<file path="src/rtl/hpm_sampler.sv">
// hpm_sampler: scans mhpmcounter3.. over a CSR port, either periodically or on
// a snapshot request, and queues {index, value, last} samples in a FIFO.
// Optional: define HPM_SAMPLER_CLEAR_EN to zero each counter right after it is read.
module hpm_sampler #(
    parameter int NUM_CTR    = 6,
    parameter int XLEN       = 64,
    parameter int FIFO_DEPTH = 8
) (
    input  logic            clk_i,
    input  logic            rst_ni,
    input  logic            enable_i,
    input  logic [15:0]     period_i,
    input  logic            snapshot_i,
    output logic [11:0]     addr_o,
    output logic            we_o,
    output logic [XLEN-1:0] wdata_o,
    input  logic [XLEN-1:0] rdata_i,
    output logic            sample_valid_o,
    input  logic            sample_ready_i,
    output logic [2:0]      sample_idx_o,
    output logic [63:0]     sample_data_o,
    output logic            sample_last_o,
    output logic [7:0]      drop_cnt_o,
    output logic            busy_o
);
    localparam int AW = $clog2(FIFO_DEPTH);
    localparam bit HAS_HI = (XLEN == 32);
`ifdef HPM_SAMPLER_CLEAR_EN
    localparam bit CLR_EN = 1'b1;
`else
    localparam bit CLR_EN = 1'b0;
`endif
    // Highest fill level at which a whole scan still fits.
    localparam logic [AW:0] MAX_FILL = (AW+1)'(FIFO_DEPTH - NUM_CTR);

    typedef enum logic [2:0] {IDLE, WAIT, RD_LO, RD_HI, CLR, NEXT} state_e;

    state_e        state_q;
    logic [15:0]   timer_q;
    logic [2:0]    idx_q;
    logic          clr_hi_q;
    logic [63:0]   sample_q;
    logic [11:0]   addr_q;
    logic          we_q;
    logic          busy_q;
    logic [7:0]    drop_q;

    logic [2:0]    mem_idx  [FIFO_DEPTH];
    logic [63:0]   mem_data [FIFO_DEPTH];
    logic          mem_last [FIFO_DEPTH];
    logic [AW-1:0] wr_ptr_q, rd_ptr_q;
    logic [AW:0]   cnt_q;

    logic [15:0] per_ld;
    logic        room, tick, trig, last_idx, push, pop;

    assign per_ld   = (period_i == 16'd0) ? 16'd1 : period_i;
    assign room     = (cnt_q <= MAX_FILL);
    assign tick     = (state_q != IDLE) && (timer_q == 16'd1);
    assign trig     = ((state_q == IDLE) && snapshot_i) ||
                      ((state_q == WAIT) && (snapshot_i || tick));
    assign last_idx = (idx_q == 3'(NUM_CTR - 1));
    assign push     = (state_q == NEXT);
    assign pop      = sample_valid_o && sample_ready_i;

    function automatic logic [11:0] lo_addr(input logic [2:0] i);
        return 12'hB03 + {9'd0, i};
    endfunction

    function automatic logic [11:0] hi_addr(input logic [2:0] i);
        return 12'hB83 + {9'd0, i};
    endfunction

    // Scan FSM, period timer, drop counter and registered CSR access outputs.
    always_ff @(posedge clk_i or negedge rst_ni) begin
        if (!rst_ni) begin
            state_q  <= IDLE;
            timer_q  <= 16'd0;
            idx_q    <= 3'd0;
            clr_hi_q <= 1'b0;
            sample_q <= 64'd0;
            addr_q   <= 12'h000;
            we_q     <= 1'b0;
            busy_q   <= 1'b0;
            drop_q   <= 8'd0;
        end else begin
            addr_q <= 12'h000;
            we_q   <= 1'b0;
            // Timer keeps running through a scan so scan starts stay period-aligned.
            if (state_q != IDLE && timer_q != 16'd0)
                timer_q <= tick ? per_ld : timer_q - 16'd1;
            // A trigger with no FIFO room, or a period tick mid-scan, is a skipped scan.
            if (((trig && !room) || (busy_q && tick)) && drop_q != 8'hFF)
                drop_q <= drop_q + 8'd1;
            case (state_q)
                IDLE: begin
                    if (enable_i) timer_q <= per_ld;
                    if (trig && room) begin
                        state_q <= RD_LO;
                        idx_q   <= 3'd0;
                        addr_q  <= lo_addr(3'd0);
                        busy_q  <= 1'b1;
                    end else if (!trig && enable_i) begin
                        state_q <= WAIT;
                    end
                end
                WAIT: begin
                    if (trig && room) begin
                        state_q <= RD_LO;
                        idx_q   <= 3'd0;
                        addr_q  <= lo_addr(3'd0);
                        busy_q  <= 1'b1;
                    end else if (!trig && !enable_i) begin
                        state_q <= IDLE;
                        timer_q <= 16'd0;
                    end
                end
                RD_LO: begin
                    sample_q[XLEN-1:0] <= rdata_i;
                    if (HAS_HI) begin
                        state_q <= RD_HI;
                        addr_q  <= hi_addr(idx_q);
                    end else if (CLR_EN) begin
                        state_q  <= CLR;
                        addr_q   <= lo_addr(idx_q);
                        we_q     <= 1'b1;
                        clr_hi_q <= 1'b0;
                    end else begin
                        state_q <= NEXT;
                    end
                end
                RD_HI: begin
                    sample_q[63:32] <= rdata_i[31:0];
                    if (CLR_EN) begin
                        state_q  <= CLR;
                        addr_q   <= lo_addr(idx_q);
                        we_q     <= 1'b1;
                        clr_hi_q <= 1'b0;
                    end else begin
                        state_q <= NEXT;
                    end
                end
                CLR: begin
                    if (HAS_HI && !clr_hi_q) begin
                        clr_hi_q <= 1'b1;
                        addr_q   <= hi_addr(idx_q);
                        we_q     <= 1'b1;
                    end else begin
                        clr_hi_q <= 1'b0;
                        state_q  <= NEXT;
                    end
                end
                NEXT: begin
                    if (last_idx) begin
                        idx_q   <= 3'd0;
                        busy_q  <= 1'b0;
                        state_q <= enable_i ? WAIT : IDLE;
                        if (!enable_i) timer_q <= 16'd0;
                        else if (timer_q == 16'd0) timer_q <= per_ld;
                    end else begin
                        idx_q   <= idx_q + 3'd1;
                        state_q <= RD_LO;
                        addr_q  <= lo_addr(idx_q + 3'd1);
                    end
                end
                default: state_q <= IDLE;
            endcase
        end
    end

    // Sample FIFO; the head is read straight out of registered storage.
    always_ff @(posedge clk_i or negedge rst_ni) begin
        if (!rst_ni) begin
            for (int k = 0; k < FIFO_DEPTH; k++) begin
                mem_idx[k]  <= 3'd0;
                mem_data[k] <= 64'd0;
                mem_last[k] <= 1'b0;
            end
            wr_ptr_q <= '0;
            rd_ptr_q <= '0;
            cnt_q    <= '0;
        end else begin
            if (push) begin
                mem_idx[wr_ptr_q]  <= idx_q;
                mem_data[wr_ptr_q] <= sample_q;
                mem_last[wr_ptr_q] <= last_idx;
                wr_ptr_q           <= wr_ptr_q + 1'b1;
            end
            if (pop) rd_ptr_q <= rd_ptr_q + 1'b1;
            case ({push, pop})
                2'b10:   cnt_q <= cnt_q + 1'b1;
                2'b01:   cnt_q <= cnt_q - 1'b1;
                default: cnt_q <= cnt_q;
            endcase
        end
    end

    assign sample_valid_o = (cnt_q != '0);
    assign sample_idx_o   = mem_idx[rd_ptr_q];
    assign sample_data_o  = mem_data[rd_ptr_q];
    assign sample_last_o  = mem_last[rd_ptr_q];
    assign addr_o         = addr_q;
    assign we_o           = we_q;
    assign wdata_o        = '0;
    assign drop_cnt_o     = drop_q;
    assign busy_o         = busy_q;
endmodule

</file>
<file path="config.mk">
export PLATFORM = sky130hd
export DESIGN_NAME = hpm_sampler
export DESIGN_NICKNAME = d
export VERILOG_FILES = /design/src/rtl/hpm_sampler.sv
export SDC_FILE = /design/constraint.sdc
export NUM_CORES = 1
export LEC_CHECK = 0
export ABC_AREA = 1
export BUFFER_PORTS_ARGS = -buffer_cell sky130_fd_sc_hd__buf_2
export CORE_UTILIZATION = 40
export CTS_BUF_LIST = sky130_fd_sc_hd__clkbuf_8
export CTS_CLUSTER_SIZE = 24
export DETAILED_ROUTE_END_ITERATION = 8
export PLACE_DENSITY = 0.69
export SLEW_MARGIN = 20
export SYNTH_ARGS = -nofsm -noshare
export SYNTH_HDL_FRONTEND = slang
export SYNTH_SLANG_ARGS = --single-unit
</file>
<file path="constraint.sdc">
create_clock -name clk_i -period 3.1 [get_ports clk_i]
set_clock_uncertainty 0.2 [all_clocks]
set_input_delay 0.62 -clock clk_i [delete_from_list [all_inputs] [get_ports clk_i]]
set_output_delay 0.62 -clock clk_i [all_outputs]
set_load 0.02 [all_outputs]
</file>
==> out/qor.yml, run 1 <==
setup_path:
  critPathKind: "reg2out"
  path_buf_inv: 4
  crit_family: "buffers and inverters"
  cp.required_ns: 2.28
  crit_chain: "buf_12 > buf_12 > buf_16 > nor2_1 > nor2_1 > o21ai_0 > a31oi_2 > buf_4"
  critical-path-max-stage-delay_ns: 0.44
  startpoint_type: "register"
  cp-end-kind: "output pin"
  worst_path_max_delay_cell: "dfrtp_4"
  crit_fanout: 10
  critPathArrivalTime_ns: 2.45
timing:
  setup_ws_ns: -0.168
  fin_crit_ns: 3.27
  setup_viol: 67
  whs_ns: 0.0550
  rsz0062_at_grt: "true"
  drv_slew: 0
  worstMarginPinSlew_ns: 0.764
  period_share_pct: 105
  fmax_ghz: 0.306
  fin_tns_setup_ns: -5.91
  finalHoldViolCount: 0
  maxSlewHeadroom_pct: 49.1
cells_and_area:
  final_nets: 3990
  areaGrowthSynthToFinish_pct: 20.7
  layout_common_cells: "dfrtp_1 (651), nand2_1 (641), o21ai_0 (541)"
  finish.utilization_pct: 49.0
  drive_gt1_share_pct: 14.7
  fin_cells: 4951
  final_design_area_no_fill_mm2: 0.0367
  layout_commonest_cell: "dfrtp_1"
synth:
  synth_area_mm2: 0.0304
  syn_inst: 3657
  avgSynthCellArea_um2: 8.31
  ys_seq_elements: 654
  synth_top_family_by_area: "compound AO/OA/AOI/OAI gates"
  synth-adder-area-share_pct: 0.560
  synth_mux_area_share_pct: 0
  yosysSeqAreaShare_pct: 53.9
  synth_compound_area_share_pct: 20.8
  synth_simple_gate_area_share_pct: 15.4
  synth_warnings: 0
  synth_xor_area_share_pct: 0.634
  synthDistinctLibCells: 40
routing:
  antenna_left: 0
  drtIter0Drc: 2476
  vias_per_cell: 5.35
  dr.pass1.iters: 6
  via_count: 26504
  drc: 0
  wl_um: 97700
  wl_per_cell_um: 19.7
grt:
  antenna_found_initial: 7
  grt_pass1_vias: 25231
  grt_overflow: 0
  grt_pass1_wl_um: 148000
  grt_max_degree: 137
  grt_usage_pct: 24.9
power:
  p_leak_nw: 17.0
  ir_drop_mv: 0.514
  power_density_mw_per_mm2: 1200
  finalPower_mw: 43.9
clock_tree:
  clk_latency_ns: 0.74
  cts_buffers: 110
  cts_tree: "built"
  clockBufferDepth: 3
  root_buffer: "clkbuf_8"
  cts_sinks: 654
  h-tree-depth: 3
  cts.clk_slew.worst_paths_ns: 0.07
placement:
  place_ws_ns: 0.317
  port_buffers: 169
  place_congestion: 0.833
  dp.cells: 4642
  dpl.hpwl_um: 56800
  place_area_mm2: 0.0322
run_status:
  violations: "negative setup slack"
  status: "complete, but fails checks"
hold_path:
  hold_path.class: "in2reg"
floorplan:
  dieArea_mm2: 0.0770
  fp-row-count: 100
  fp.dieH_um: 278
  die_x_um: 278
  start_util_pct: 40.6
  coreArea_mm2: 0.0748
  io_pins: 240
run:
  maxCapViolations: 0
-- timing repair --
action	4_1_cts	5_1_grt
buffers inserted	18	5
pin swaps	39	28
hold buffers	59	0
resized for setup	271	82
endpoints found under the hold margin	388	0
setup endpoints to repair	68	68
gates cloned	21	5
-- synthesized netlist by cell type, drive strengths merged --
cell / number / share of area, %
dfrtp: 654 / 54
conb: 1 / 0.012
a21oi: 356 / 5.9
xnor2: 8 / 0.23
clkbuf: 125 / 1.5
a31oi: 71 / 1.5
xor2: 14 / 0.40
ha: 12 / 0.49
nand3: 39 / 0.77
o22ai: 3 / 0.062
inv: 263 / 3.3
a211oi: 2 / 0.049
o21ai: 746 / 12
nand4: 9 / 0.19
nor2: 468 / 6.0
a21boi: 1 / 0.025
clkinv: 2 / 0.025
or2: 4 / 0.082
o211ai: 36 / 0.89
buf: 184 / 4.0
nand2: 651 / 8.2
nor3: 6 / 0.099
nand3b: 1 / 0.025
fa: 1 / 0.066
-- path summary, 6_finish.rpt --
check	slack, ns	startpoint	to	cells after the start
max	-0.17	rd_ptr_q[0]	sample_data_o[3]	8
min	0.05	enable_i	state_q[0]	3
max reg2reg	0.56	cnt_q[3]	cnt_q[3]	13
min reg2reg	0.28	cnt_q[0]	cnt_q[0]	1
max in group asynchronous	1.54	rst_ni	mem_data[330]	4
min in group asynchronous	0.20	rst_ni	mem_data[176]	2
-- metal layers --
layer	global-route usage, %	share of wire (%)
met1	33.4	42
met2	38.3	45
met3	5.10	8.1
met4	12.2	4.9
met5	0	0.024
-- worst register-to-register path: stages, from the launching register on --
cell      delay [ns]
dfrtp_1         0.39
nor2_1          0.14
nand3_1         0.16
nand2_1         0.16
inv_1           0.12
ha_1            0.26
ha_1            0.33
nand2_1         0.07
nor2_1          0.03
a211oi_1        0.22
nor2_1          0.07
nor2_1          0.09
nand2_1         0.06
xnor2_1         0.12
-- state kept, by name (all words and copies together) (netlist names) --
name	cells
busy_o	1
mem_last	8
idx_q	3
sample_q	64
timer_q	16
addr_o	5
drop_cnt_o	8
wr_ptr_q	3
rd_ptr_q	3
mem_data	512
mem_idx	24
state_q	3
cnt_q	4
-- final cells by class --
cell class,count,area [µm²]
Antenna cell,5,12.5
Clock buffer,139,1910
Clock inverter,58,302
Fill cell,7013,38200
Inverter,265,1040
Multi-Input combinational cell,2498,12000
Sequential cell,654,16400
Tap cell,969,1210
Timing Repair Buffer,359,3770
Timing Repair inverter,4,53.8
-- cell families (layout without fill, tap and decap cells) --
logic type / count (synthesis) / after routing
AOI/OAI and AO/OA: 1215 / 1215
and+or+nand+nor: 1178 / 1178
DFF: 654 / 654
buffers and inverters: 574 / 825
xor gates and xnor gates: 22 / 22
adders and majority gates: 13 / 13
other: 1 / 75
-- report_power, final --
part | leakage (nW) | switching [mW] | total, mW | internal (mW)
logic | 7.83 | 13.0 | 21.1 | 8.09
clock network | 1.31 | 3.59 | 7.70 | 4.11
registers | 7.81 | 2.29 | 15.1 | 12.8
total | 17.0 | 18.9 | 43.9 | 25.0
Note: power is estimated with default switching activity, not from simulation.
==> run 2, diff against run 1 <==
--- a/config.mk
+++ b/config.mk
@@ -11,7 +11,7 @@
 export CTS_BUF_LIST = sky130_fd_sc_hd__clkbuf_8
 export CTS_CLUSTER_SIZE = 24
 export DETAILED_ROUTE_END_ITERATION = 8
-export PLACE_DENSITY = 0.69
+export PLACE_DENSITY = 0.57
 export SLEW_MARGIN = 20
 export SYNTH_ARGS = -nofsm -noshare
 export SYNTH_HDL_FRONTEND = slang
==> run 2 against run 1 <==
  * The flow still finishes with violations (negative setup slack)
  * Via count shrank 0.79%
  * Combinational power grew 9%
  * First-iteration DRC count shrank 4.0%
  * Global-route usage grew 1.2 points
  * Final cell count grew 0.36%
  * Non-clock buffer count grew 10
  * Die area is the same
  * Largest cell class unchanged
  * Maximum frequency shrank 0.87%
  * Clock power is essentially flat
  * Hold slack lost 0.038 ns
  * Final area grew 3.0%
==> out/qor.yml, run 2 (synthesized netlist as in run 1, its figures left out) <==
routing:
  via_count: 26294
  dr.pass1.iters: 5
  drc: 0
  wl_um: 101000
  drtIter0Drc: 2378
  vias_per_cell: 5.29
  antenna_left: 0
  wl_per_cell_um: 20.4
placement:
  dpl.hpwl_um: 57700
  dp.cells: 4645
  port_buffers: 169
  place_congestion: 0.815
timing:
  finalHoldViolCount: 0
  worstMarginPinSlew_ns: 0.775
  drv_slew: 0
  rsz0062_at_grt: "true"
  fin_crit_ns: 3.30
  setup_viol: 68
  maxSlewHeadroom_pct: 48.2
  period_share_pct: 106
  setup_ws_ns: -0.197
  fmax_ghz: 0.303
grt:
  grt_pass1_vias: 25334
  grt_pass1_wl_um: 154000
  antenna_found_initial: 1
  grt_max_degree: 101
  grt_usage_pct: 26.0
  grt_overflow: 0
power:
  ir_drop_mv: 0.639
  p_leak_nw: 17.3
  power_density_mw_per_mm2: 1210
setup_path:
  rr_worst_depth: 13
  worst_path_max_delay_cell: "dfrtp_4"
  timing.rr.start: "cnt_q[3]"
  critPathKind: "reg2out"
  cp-end-kind: "output pin"
  rr_endpoint: "cnt_q[3]"
  cp.required_ns: 2.28
  crit_top_cell: "buf_12"
  crit_family: "buffers and inverters"
  crit_chain: "buf_12 > buf_8 > buf_12 > o21ai_2 > o21ai_0 > a21oi_1 > a31oi_1 > buf_4"
  r2r_setup_slack_ns: 0.40
  worst-path-stages: 8
  critPathArrivalTime_ns: 2.48
  startpoint_type: "register"
  path_buf_inv: 4
  critical-path-max-stage-delay_ns: 0.54
  crit_start: "rd_ptr_q[0]"
  crit_fanout: 7
floorplan:
  coreArea_mm2: 0.0748
  start_util_pct: 40.6
  io_pins: 240
  dieArea_mm2: 0.0770
  fp.dieH_um: 278
  die_x_um: 278
  fp-row-count: 100
cells_and_area:
  largest_reg_flops: 512
  finish.utilization_pct: 50.5
  regMostFlops: "mem_data"
  areaGrowthSynthToFinish_pct: 24.3
  n_fill_cell: 7137
  drive_gt1_share_pct: 18.2
  layout_common_cells: "dfrtp_1 (651), nand2_1 (630), o21ai_0 (461)"
  layout_commonest_cell: "dfrtp_1"
  top_regs: "mem_data: 512 flops, sample_q: 64 flops, mem_idx: 24 flops"
  fin_cells: 4969
  final_nets: 4007
clock_tree:
  clk_latency_ns: 0.74
  clockBufferDepth: 3
  cts_sinks: 654
  cts.clk_slew.worst_paths_ns: 0.06
  cts_buffers: 113
  root_buffer: "clkbuf_8"
  h-tree-depth: 3
  cts_tree: "built"
hold_path:
  hold_path_end: "sample_q[56]"
  hp-start: "rdata_i[56]"
  holdPathStages: 3
  hold_path.class: "in2reg"
run_status:
  violations: "negative setup slack"
  status: "complete, but fails checks"
run:
  maxCapViolations: 0
-- run 2: layer usage --
layer | GRT usage (%) | part of all wire (%) | up-vias | wire length [µm]
met4 | 9.82 | 3.6 | 0 | 3670
met2 | 41.6 | 46 | 805 | 46700
met1 | 35.8 | 44 | 12848 | 45000
met3 | 3.85 | 5.7 | 188 | 5820
li1 | - | - | 12453 | -
met5 | 0 | 0 | - | 0
-- run 2: layout make-up --
cell class / instances / area (µm²) / share of cell area (%)
clock buffer: 142 / 1950 / 5.18
clock inverter: 63 / 274 / 0.726
inverter: 265 / 1040 / 2.76
multi-input combinational: 2498 / 12500 / 33.2
timing repair buffer: 369 / 4200 / 11.1
timing repair inverter: 8 / 164 / 0.434
tap: 969 / 1210 / 3.21
antenna: 1 / 2.50 / 0.00663
sequential: 654 / 16400 / 43.4
-- run 2: worst reg2reg max path, stage by stage (launching register included) --
cell and delay [ns]:
dfrtp_1 0.40, nor2_1 0.16, nand3_1 0.20, nand2_1 0.24, inv_1 0.14, ha_1 0.26, ha_1 0.33, nand2_1 0.07
nor2_1 0.04, a211oi_1 0.23, nor2_1 0.07, nor2_1 0.09, nand2_1 0.06, xnor2_1 0.11
-- run 2: worst max path at each step --
stage / slack [ns] / endpoint
6_report: -0.20 / sample_data_o[27]
5_1_grt: -0.28 / sample_data_o[8]
4_1_cts: -0.20 / sample_data_o[2]
3_5_place_dp: 0.26 / sample_data_o[8]
3_3_place_gp: 0.26 / sample_data_o[8]
2_1_floorplan: 0.60 / sample_data_o[5]
-- run 2: power by group --
part | leakage [nW] | internal, mW | switching (mW)
Combinational | 8.15 | 9.09 | 13.9
Sequential | 7.81 | 12.8 | 2.34
Clock | 1.33 | 4.09 | 3.63
Total | 17.3 | 26.0 | 19.8
-- run 2: what timing repair did --
| item | in CTS | in global routing |
|---|---|---|
| cloned | 31 | 12 |
| resized for setup | 330 | 277 |
| hold buffers | 47 | 0 |
| pin swaps | 70 | 79 |
| setup buffers | 26 | 7 |
| endpoints found under the setup margin | 68 | 68 |
| endpoints found under the hold margin | 105 | 0 |
-- run 2: per-stage QoR --
step	TNS, ns	hold slack [ns]	worst slack (ns)	total power [mW]	area (µm²)
detailed placement	0	0.268	0.263	32.3	32200
global placement	0	0.260	0.263	32.1	32200
global route	-13.63	0.00930	-0.278	49.0	37800
finish	-6.59	0.0170	-0.197	45.8	37800
CTS	-10.39	0.0000127	-0.205	44.0	36800
floorplan	0	0.124	0.602	26.3	30600
